$ cat src/rtl/uart_rx_fifo.sv
// UART receiver (x16 oversampled, 3-sample majority) feeding a show-ahead receive FIFO.
// An entry is pushed on the final stop-bit decision and appears one clk later; if the FIFO is full it is dropped and o_overrun is flagged.
module uart_rx_fifo #(
  parameter int DATA_WIDTH  = 8,
  parameter int FIFO_DEPTH  = 8,
  parameter int SYNC_STAGES = 2
) (
  input  logic                          i_clk,
  input  logic                          i_rst,
  input  logic                          i_baud_x16,
  input  logic [1:0]                    i_parity_mode,
  input  logic                          i_stop2,
  input  logic                          i_RX,
  output logic [DATA_WIDTH-1:0]         o_dout,
  output logic [2:0]                    o_error,
  output logic                          o_valid,
  input  logic                          i_ready,
  output logic [$clog2(FIFO_DEPTH):0]   o_count,
  output logic                          o_overrun,
  input  logic                          i_clr_overrun,
  output logic                          o_busy
);
  localparam int AW = $clog2(FIFO_DEPTH);
  localparam int CW = AW + 1;
  localparam int EW = DATA_WIDTH + 3;

  localparam logic [2:0] S_IDLE   = 3'd0;
  localparam logic [2:0] S_START  = 3'd1;
  localparam logic [2:0] S_DATA   = 3'd2;
  localparam logic [2:0] S_PARITY = 3'd3;
  localparam logic [2:0] S_STOP   = 3'd4;
  localparam logic [2:0] S_STOP2  = 3'd5;
  localparam logic [2:0] S_BRK    = 3'd6;

  logic [SYNC_STAGES-1:0] sync_q, sync_d;
  logic                   rx_prev_q, rx_prev_d;
  logic [2:0]             state_q, state_d;
  logic [3:0]             cnt_q, cnt_d;
  logic                   s7_q, s7_d, s8_q, s8_d;
  logic [3:0]             bit_q, bit_d;
  logic [DATA_WIDTH-1:0]  data_q, data_d;
  logic [1:0]             pmode_q, pmode_d;
  logic                   stop2_q, stop2_d;
  logic                   par_err_q, par_err_d;
  logic                   par_bit_q, par_bit_d;

  logic [AW-1:0]          wr_ptr_q, wr_ptr_d, rd_ptr_q, rd_ptr_d;
  logic [CW-1:0]          count_q, count_d;
  logic                   overrun_q, overrun_d;
  logic [EW-1:0]          mem_q [FIFO_DEPTH];

  logic rx_s, maj, decide, par_en;
  logic push, push_fe, push_brk;
  logic pop, full, wr_en;
  logic [EW-1:0] head;

  assign rx_s   = sync_q[SYNC_STAGES-1];
  assign maj    = (s7_q & s8_q) | (s7_q & rx_s) | (s8_q & rx_s);
  assign decide = i_baud_x16 && (cnt_q == 4'd9);
  assign par_en = pmode_q[0] ^ pmode_q[1];

  always_comb begin
    sync_d    = {sync_q[SYNC_STAGES-2:0], i_RX};
    rx_prev_d = rx_s;
    state_d   = state_q;
    cnt_d     = cnt_q;
    s7_d      = s7_q;
    s8_d      = s8_q;
    bit_d     = bit_q;
    data_d    = data_q;
    pmode_d   = pmode_q;
    stop2_d   = stop2_q;
    par_err_d = par_err_q;
    par_bit_d = par_bit_q;
    push      = 1'b0;
    push_fe   = 1'b0;
    push_brk  = 1'b0;

    if (i_baud_x16) begin
      cnt_d = cnt_q + 4'd1;
      if (cnt_q == 4'd7) s7_d = rx_s;
      if (cnt_q == 4'd8) s8_d = rx_s;
    end

    case (state_q)
      S_IDLE: begin
        if (rx_prev_q && !rx_s) begin
          state_d = S_START;
          cnt_d   = 4'd0;
        end
      end
      S_START: begin
        if (decide) begin
          if (!maj) begin
            state_d   = S_DATA;
            bit_d     = 4'd0;
            pmode_d   = i_parity_mode;
            stop2_d   = i_stop2;
            par_err_d = 1'b0;
            par_bit_d = 1'b0;
          end else begin
            state_d = S_IDLE;
          end
        end
      end
      S_DATA: begin
        if (decide) begin
          data_d = {maj, data_q[DATA_WIDTH-1:1]};
          bit_d  = bit_q + 4'd1;
          if (bit_q == 4'(DATA_WIDTH - 1)) state_d = par_en ? S_PARITY : S_STOP;
        end
      end
      S_PARITY: begin
        if (decide) begin
          par_bit_d = maj;
          // Odd mode expects data^p == 1, even mode expects 0; pmode_q[1] selects odd.
          par_err_d = ((^data_q) ^ maj) != pmode_q[1];
          state_d   = S_STOP;
        end
      end
      S_STOP: begin
        if (decide) begin
          if (maj && stop2_q) begin
            state_d = S_STOP2;
          end else begin
            push     = 1'b1;
            push_fe  = !maj;
            push_brk = !maj && (data_q == '0) && (!par_en || !par_bit_q);
            state_d  = maj ? S_IDLE : S_BRK;
          end
        end
      end
      S_STOP2: begin
        if (decide) begin
          push    = 1'b1;
          push_fe = !maj;
          state_d = maj ? S_IDLE : S_BRK;
        end
      end
      S_BRK: begin
        if (rx_s) state_d = S_IDLE;
      end
      default: state_d = S_IDLE;
    endcase
  end

  always_comb begin
    full      = (count_q == CW'(FIFO_DEPTH));
    pop       = (count_q != '0) && i_ready;
    wr_en     = push && (!full || pop);
    wr_ptr_d  = wr_ptr_q;
    rd_ptr_d  = rd_ptr_q;
    count_d   = count_q;
    overrun_d = overrun_q;
    if (wr_en) wr_ptr_d = wr_ptr_q + AW'(1);
    if (pop)   rd_ptr_d = rd_ptr_q + AW'(1);
    if (wr_en && !pop) count_d = count_q + CW'(1);
    if (!wr_en && pop) count_d = count_q - CW'(1);
    // A new overrun outranks a simultaneous clear.
    if (push && full && !pop) overrun_d = 1'b1;
    else if (i_clr_overrun)   overrun_d = 1'b0;
  end

  always_ff @(posedge i_clk or posedge i_rst) begin
    if (i_rst) begin
      sync_q    <= '1;
      rx_prev_q <= 1'b1;
      state_q   <= S_IDLE;
      cnt_q     <= '0;
      s7_q      <= 1'b1;
      s8_q      <= 1'b1;
      bit_q     <= '0;
      data_q    <= '0;
      pmode_q   <= '0;
      stop2_q   <= 1'b0;
      par_err_q <= 1'b0;
      par_bit_q <= 1'b0;
      wr_ptr_q  <= '0;
      rd_ptr_q  <= '0;
      count_q   <= '0;
      overrun_q <= 1'b0;
    end else begin
      sync_q    <= sync_d;
      rx_prev_q <= rx_prev_d;
      state_q   <= state_d;
      cnt_q     <= cnt_d;
      s7_q      <= s7_d;
      s8_q      <= s8_d;
      bit_q     <= bit_d;
      data_q    <= data_d;
      pmode_q   <= pmode_d;
      stop2_q   <= stop2_d;
      par_err_q <= par_err_d;
      par_bit_q <= par_bit_d;
      wr_ptr_q  <= wr_ptr_d;
      rd_ptr_q  <= rd_ptr_d;
      count_q   <= count_d;
      overrun_q <= overrun_d;
    end
  end

  always_ff @(posedge i_clk) begin
    if (wr_en) mem_q[wr_ptr_q] <= {push_brk, par_err_q, push_fe, data_q};
  end

  assign head      = mem_q[rd_ptr_q];
  assign o_valid   = (count_q != '0);
  assign o_dout    = o_valid ? head[DATA_WIDTH-1:0] : '0;
  assign o_error   = o_valid ? head[EW-1:DATA_WIDTH] : 3'b000;
  assign o_count   = count_q;
  assign o_overrun = overrun_q;
  assign o_busy    = (state_q != S_IDLE);
endmodule
$ cat config.mk
export PLATFORM = sky130hd
export DESIGN_NAME = uart_rx_fifo
export DESIGN_NICKNAME = d
export VERILOG_FILES = /design/src/rtl/uart_rx_fifo.sv
export SDC_FILE = /design/constraint.sdc
export NUM_CORES = 1
export LEC_CHECK = 0
export ABC_AREA = 1
export ABC_CLOCK_PERIOD_IN_PS = 5000
export BUFFER_PORTS_ARGS = -buffer_cell sky130_fd_sc_hd__buf_2
export CORE_AREA = 2 2 119 121
export CTS_CLUSTER_DIAMETER = 100
export DETAILED_ROUTE_END_ITERATION = 8
export DIE_AREA = 0 0 121 123
export SKIP_LAST_GASP = 1
export SLEW_MARGIN = 5
export SYNTH_ARGS = -nofsm -noshare
export SYNTH_HDL_FRONTEND = slang
export SYNTH_SLANG_ARGS = --single-unit
$ cat constraint.sdc
create_clock -name i_clk -period 5 [get_ports i_clk]
set_input_delay 0.75 -clock i_clk [delete_from_list [all_inputs] [get_ports i_clk]]
set_output_delay 0.75 -clock i_clk [all_outputs]
set_load 0.005 [all_outputs]
[Yosys cells after proc, flatten, opt, wreduce, memory -nomap -nowiden]
Memory sizes are Yosys's and may differ from the RTL's.
Cells that the tools add are included.
Cells by class
  muxes and demuxes: 45
  $add $sub $neg: 6
  bitwise gates (word level): 8
  reductions and logical operators: 36
  equality and inequality tests: 21
Operators by type and width (number)
  two-way mux 3 bit: 12
  two-way mux 4 bit: 8
  case mux 3 bit (7 select lines): 1
  != test 2 bit, second input constant: 9
  two-way mux 1 bit: 17
  adder 4 x 1 -> 4 bit, second input constant: 3
  == test 4 bit, second input constant: 3
  logical AND 1 bit: 11
  == test 3 bit, second input constant: 3
  == test 4 x 3 -> 1 bit, second input constant: 2
  logical NOT 8 bit: 1
  two-way mux 8 bit: 1
  case mux 1 bit (2 select lines): 4
  case mux 4 bit (2 select lines): 1
  AND reduction 4 bit: 2
  AND reduction 8 bit: 1
  nonzero test 2 bit: 4
  XOR reduction 8 bit: 1
  logical NOT 1 bit: 7
  adder 3 x 1 -> 3 bit, second input constant: 2
  == test 3 x 2 -> 1 bit, second input constant: 2
  AND reduction 2 bit: 3
  nonzero test 4 bit: 1
  subtractor 4 x 1 -> 4 bit, second input constant: 1
  11 further kinds: 16
Storage, ports and cells
  logic and storage cells: 133
  flip-flop bits (word level): 40
  input bits: 9
  memories: 1
  bits in writable memories: 88
  output and inout bits: 18
Memories
  mem_q: depth 8, width 11, rd ports 1, clocked after Yosys merged registers in 0, wr ports 1, RTL line 50  | logic [EW-1:0] mem_q [FIFO_DEPTH];

[Longest topological paths before layout]
  depth in word-level cells: 11
  gate-level depth with buffers: 16
  mapped depth without buffers: 16

[Least setup slack after synthesis]
Ideal clock, no wire load.
  path kind: input to register
  start: input port i_baud_x16
  end: memory mem_q[4][0] in the netlist's numbering (enable)
  buffers on the path: 0
  setup time: 378 ps
  required time: 4622 ps
  data arrival time: 1885 ps
  cell stages on the path: 5
  slack: 2736 ps
  path through: nand4_4 > a21oi_4 > nand3_2 > or2_4 > nor2_1
On the way
  cells in the longest elaborated chain, start to end: 6
  elaborated cells on any way between the ends: 7
  classes of those cells: mux (5); reduce/logical (2)
Ends and longest elaborated chain
  from (decl): RTL line 10  | input logic i_baud_x16,
  logical AND 1 bit (*): RTL line 59  | assign decide = i_baud_x16 && (cnt_q == 4'd9);
  two-way mux 1 bit, on equally long branches: RTL line 134, 122
  case mux 1 bit (2 select lines) (*): RTL line 85  | case (state_q)
  logical AND 1 bit (*): RTL line 150  | wr_en = push && (!full || pop);
  two-way mux 1 bit (*): RTL line 203  | if (wr_en) mem_q[wr_ptr_q] <= {push_brk, par_err_q, push_fe, data_q};
  two-way mux 1 bit (implied by the code) (*): RTL line 203
  to (decl): RTL line 50
Mark *: on every way between the ends. The rest lies on a longest branch, timed or not.

[Worst setup path in the final report]
  start: register rd_ptr_q[1]
  end: output port o_dout[5]
On the way
  cells in the longest elaborated chain, start to end: 2
Ends and longest elaborated chain
  from (decl): RTL line 47  | logic [AW-1:0] wr_ptr_q, wr_ptr_d, rd_ptr_q, rd_ptr_d;
  from (signal assigned): RTL line 196  | rd_ptr_q <= rd_ptr_d;
  memory (8 x 11 bit)
  two-way mux 8 bit: RTL line 208  | assign o_dout = o_valid ? head[DATA_WIDTH-1:0] : '0;
  to (decl): RTL line 14  | output logic [DATA_WIDTH-1:0] o_dout,
Every way passes these cells.

==> key figures <==
Floorplan
  • Cell Rows: 43
  • IO Pins: 27
  • Initial Utilization: 0.412
  • Full die area: 0.0149 mm^2
  • Core Region: 0.0136 mm^2
  • Die W: 121 um
  • Die height: 123 um

Synth
  • Post-Syn Nets: 530
  • Ranking of synthesized cells by area: edfxtp_1, dfrtp_1, o21ai_0
  • Synth Cell Area: 0.00561 mm^2
  • Top cell type by total area after synthesis: edfxtp_1
  • Mean post-synth cell area: 11.0 um^2
  • Mapped Cells: 508
  • Synth top area share: 0.471
  • Yosys Warn Count: 0
  • FF+latch count, synth: 128
  • Distinct cell type count after synthesis: 39
  • Post-synthesis sequential area ratio: 0.651

CTS
  • TritonCTS Buffers: 17
  • Max clock buf depth: 2
  • Setup bufs post-CTS: 0
  • Clock sink count: 128
  • Clk root buf: clkbuf_16
  • H-tree Lvls: 4
  • Post-cts sizing count: 0
  • TritonCTS clock tree: yes
  • Hold_buf cts: 0
  • Reg clk slew, reported paths: 0.06 ns
  • Clock insertion delay at the later pin of the skew report: 0.41 ns

Setup path
  • FF-to-FF path depth: 7
  • Arr. time, crit path: 2.41 ns
  • Crit Path Class: register to primary output
  • Setup crit start kind: register
  • Critical path endpoint category: primary output
  • CP Max Fanout: 24
  • Required time worst endpoint: 4.25 ns
  • Reg2Reg Setup Slack: 2.31 ns
  • Reg-to-reg endpoint: mem_q[4][10]$_DFFE_PP_
  • R2R Path Start: cnt_q[1]$_DFF_PP0_

GRT
  • First-pass GRT wire length: 20.0 mm
  • Largest net degree at the start of global routing: 46
  • Vias in the first global route: 3808
  • Total global-route track usage: 0.180
  • Initial antenna violation count: 0
  • Total global routing overflow: 0

Hold path
  • Hold Path Class: register to register
  • Hold depth: 0
  • Worst hold path startpoint: sync_q[0]$_DFF_PP1_
  • Hold Path End: sync_q[1]$_DFF_PP1_

Routing
  • Met2 routed WL: 6.08 mm
  • Starting DRT DRC Count: 445
  • DR WL/cell: 16.9 um
  • Antenna-violating nets left: 0
  • Vias/cell: 5.16
  • # DRC: 0
  • WL met3: 633 um
  • Via Count: 3781
  • Wl on met1: 5.50 mm
  • Top sig layer: met4
  • DRT Pass-1 Iters: 5
  • Final WL: 12.4 mm

Finish
  • Share of cells above drive strength 1: 0.154
  • Ant. Diodes: 0
  • Fillers: 1205
  • Most common cell after layout, fill and taps aside: edfxtp_1
  • Most frequent cells in the layout: edfxtp_1, nor2_1, o21ai_0
  • Syn-to-layout area delta: 16.1%
  • Final nets: 562

Timing
  • Peak Freq: 0.316 GHz
  • WHS: 0.355 ns
  • Min Tclk post-route: 3.16 ns
  • Hold Fails Final Rpt: 0
  • Period utilisation layout: 0.632
  • Slew HR: 0.216
  • RSZ-0062 raised after global routing: false
  • Final Setup Violations: 0
  • Final Skew: 0.00587 ns
  • Least-Margin Pin Slew: 1.17 ns
  • Max Slew Vio Count: 0
  • Final TNS setup: 0 ns

Placed design
  • # port buffers: 26
  • Final GP Congestion: 0.850
  • Dpl hpwl: 8.16 mm

Pwr
  • P_leak: 2.54 nW
  • Power density over cell area: 561 mW/mm^2
  • Worst vdd ir: 312 uV

Run status
  • Status: finished, final reports clean

Run
  • Number of max-cap violations: 0
-- worst max-delay path: stages, from the launching register on --
cell	delay (ns)
dfrtp_1	0.36
buf_4	0.21
inv_1	0.55
o21ai_0	0.19
o22ai_1	0.15
o21ai_0	0.09
a31oi_1	0.28
buf_2	0.17
-- through the flow --
step           area [um^2]  power (mW)  worst slack, ns  std cells  utilization
6_report              6520        3.66             1.84        733        0.479
5_1_grt               6520        3.89             1.61        733        0.479
4_1_cts               6520        3.68             1.86        733        0.479
3_5_place_dp          5920        2.43             2.08        701        0.435
3_3_place_gp          5920        2.41             2.11        701        0.435
2_1_floorplan         5610        2.10             2.74        508            -
-- cells by family after synthesis --
group / after synthesis / synth area share
compound gates: 121 / 0.120
xor+xnor: 11 / 0.0172
fa+ha+maj: 13 / 0.0303
buf+inv: 62 / 0.0444
flops: 128 / 0.651
simple gates: 173 / 0.138
-- Yosys cell counts --
master and number:
a211oi_1 2, a21o_1 1, a21oi_1 11, a21oi_4 1, a31oi_1 12, and3_1 1, buf_2 7, buf_6 1
clkbuf_1 10, clkinv_1 1, dfrtp_1 35, dfstp_2 5, edfxtp_1 88, fa_1 1, ha_1 12, inv_1 41
inv_2 2, nand2_1 53, nand2_2 4, nand3_1 8, nand3_2 6, nand3_4 1, nand4_1 3, nand4_4 1
nor2_1 86, nor2_2 1, nor3_1 6, nor3_2 1, nor4_1 1, o211ai_1 1, o21ai_0 74, o21ai_1 3
o21bai_1 1, o22ai_1 13, o31a_1 1, o31ai_2 1, or2_4 1, xnor2_1 6, xor2_1 5
-- worst max-delay path by stage --
stage | from | to | cells past startpoint
after global placement | i_baud_x16 | mem_q[4][3]$_DFFE_PP_ | 6
final | rd_ptr_q[1]$_DFFE_PP0P_ | o_dout[5] | 7
after global routing | rd_ptr_q[1]$_DFFE_PP0P_ | o_dout[5] | 7
after floorplan | i_baud_x16 | mem_q[4][0]$_DFFE_PP_ | 5
after CTS | rd_ptr_q[1]$_DFFE_PP0P_ | o_dout[5] | 7
after detailed placement | i_baud_x16 | mem_q[4][7]$_DFFE_PP_ | 6
-- metal layers --
metal / up-vias / GRT usage
li1: 1834 / -
met1: 1834 / 0.235
met2: 99 / 0.291
met3: 14 / 0.0470
met4: 0 / 0.0669
met5: - / 0
-- final cells by class --
cell class	instances	area [um^2]	area share
sequential	128	3650	0.560
multi-input combinational	318	1710	0.263
clock buffer	19	433	0.0664
tap	180	225	0.0346
timing repair buffer	31	168	0.0257
inverter	44	165	0.0254
clock inverter	13	164	0.0252
-- flip-flops by register name (all words and copies together) (netlist names) --
signal and flops:
o_overrun 1, data_q 8, rd_ptr_q 3, bit_q 4
wr_ptr_q 3, par_err_q 1, state_q 3, par_bit_q 1
cnt_q 4, pmode_q 2, stop2_q 1, o_count 4
mem_q 88, s7_q 1, s8_q 1, sync_q 2
rx_prev_q 1
-- power by group --
group          internal (mW)  total (mW)  switching (mW)
combinational          0.395        1.08           0.683
clock                  0.785        1.24           0.458
sequential              1.23        1.33           0.101
total                   2.41        3.66            1.24
Power figures use the tool's default switching activity.
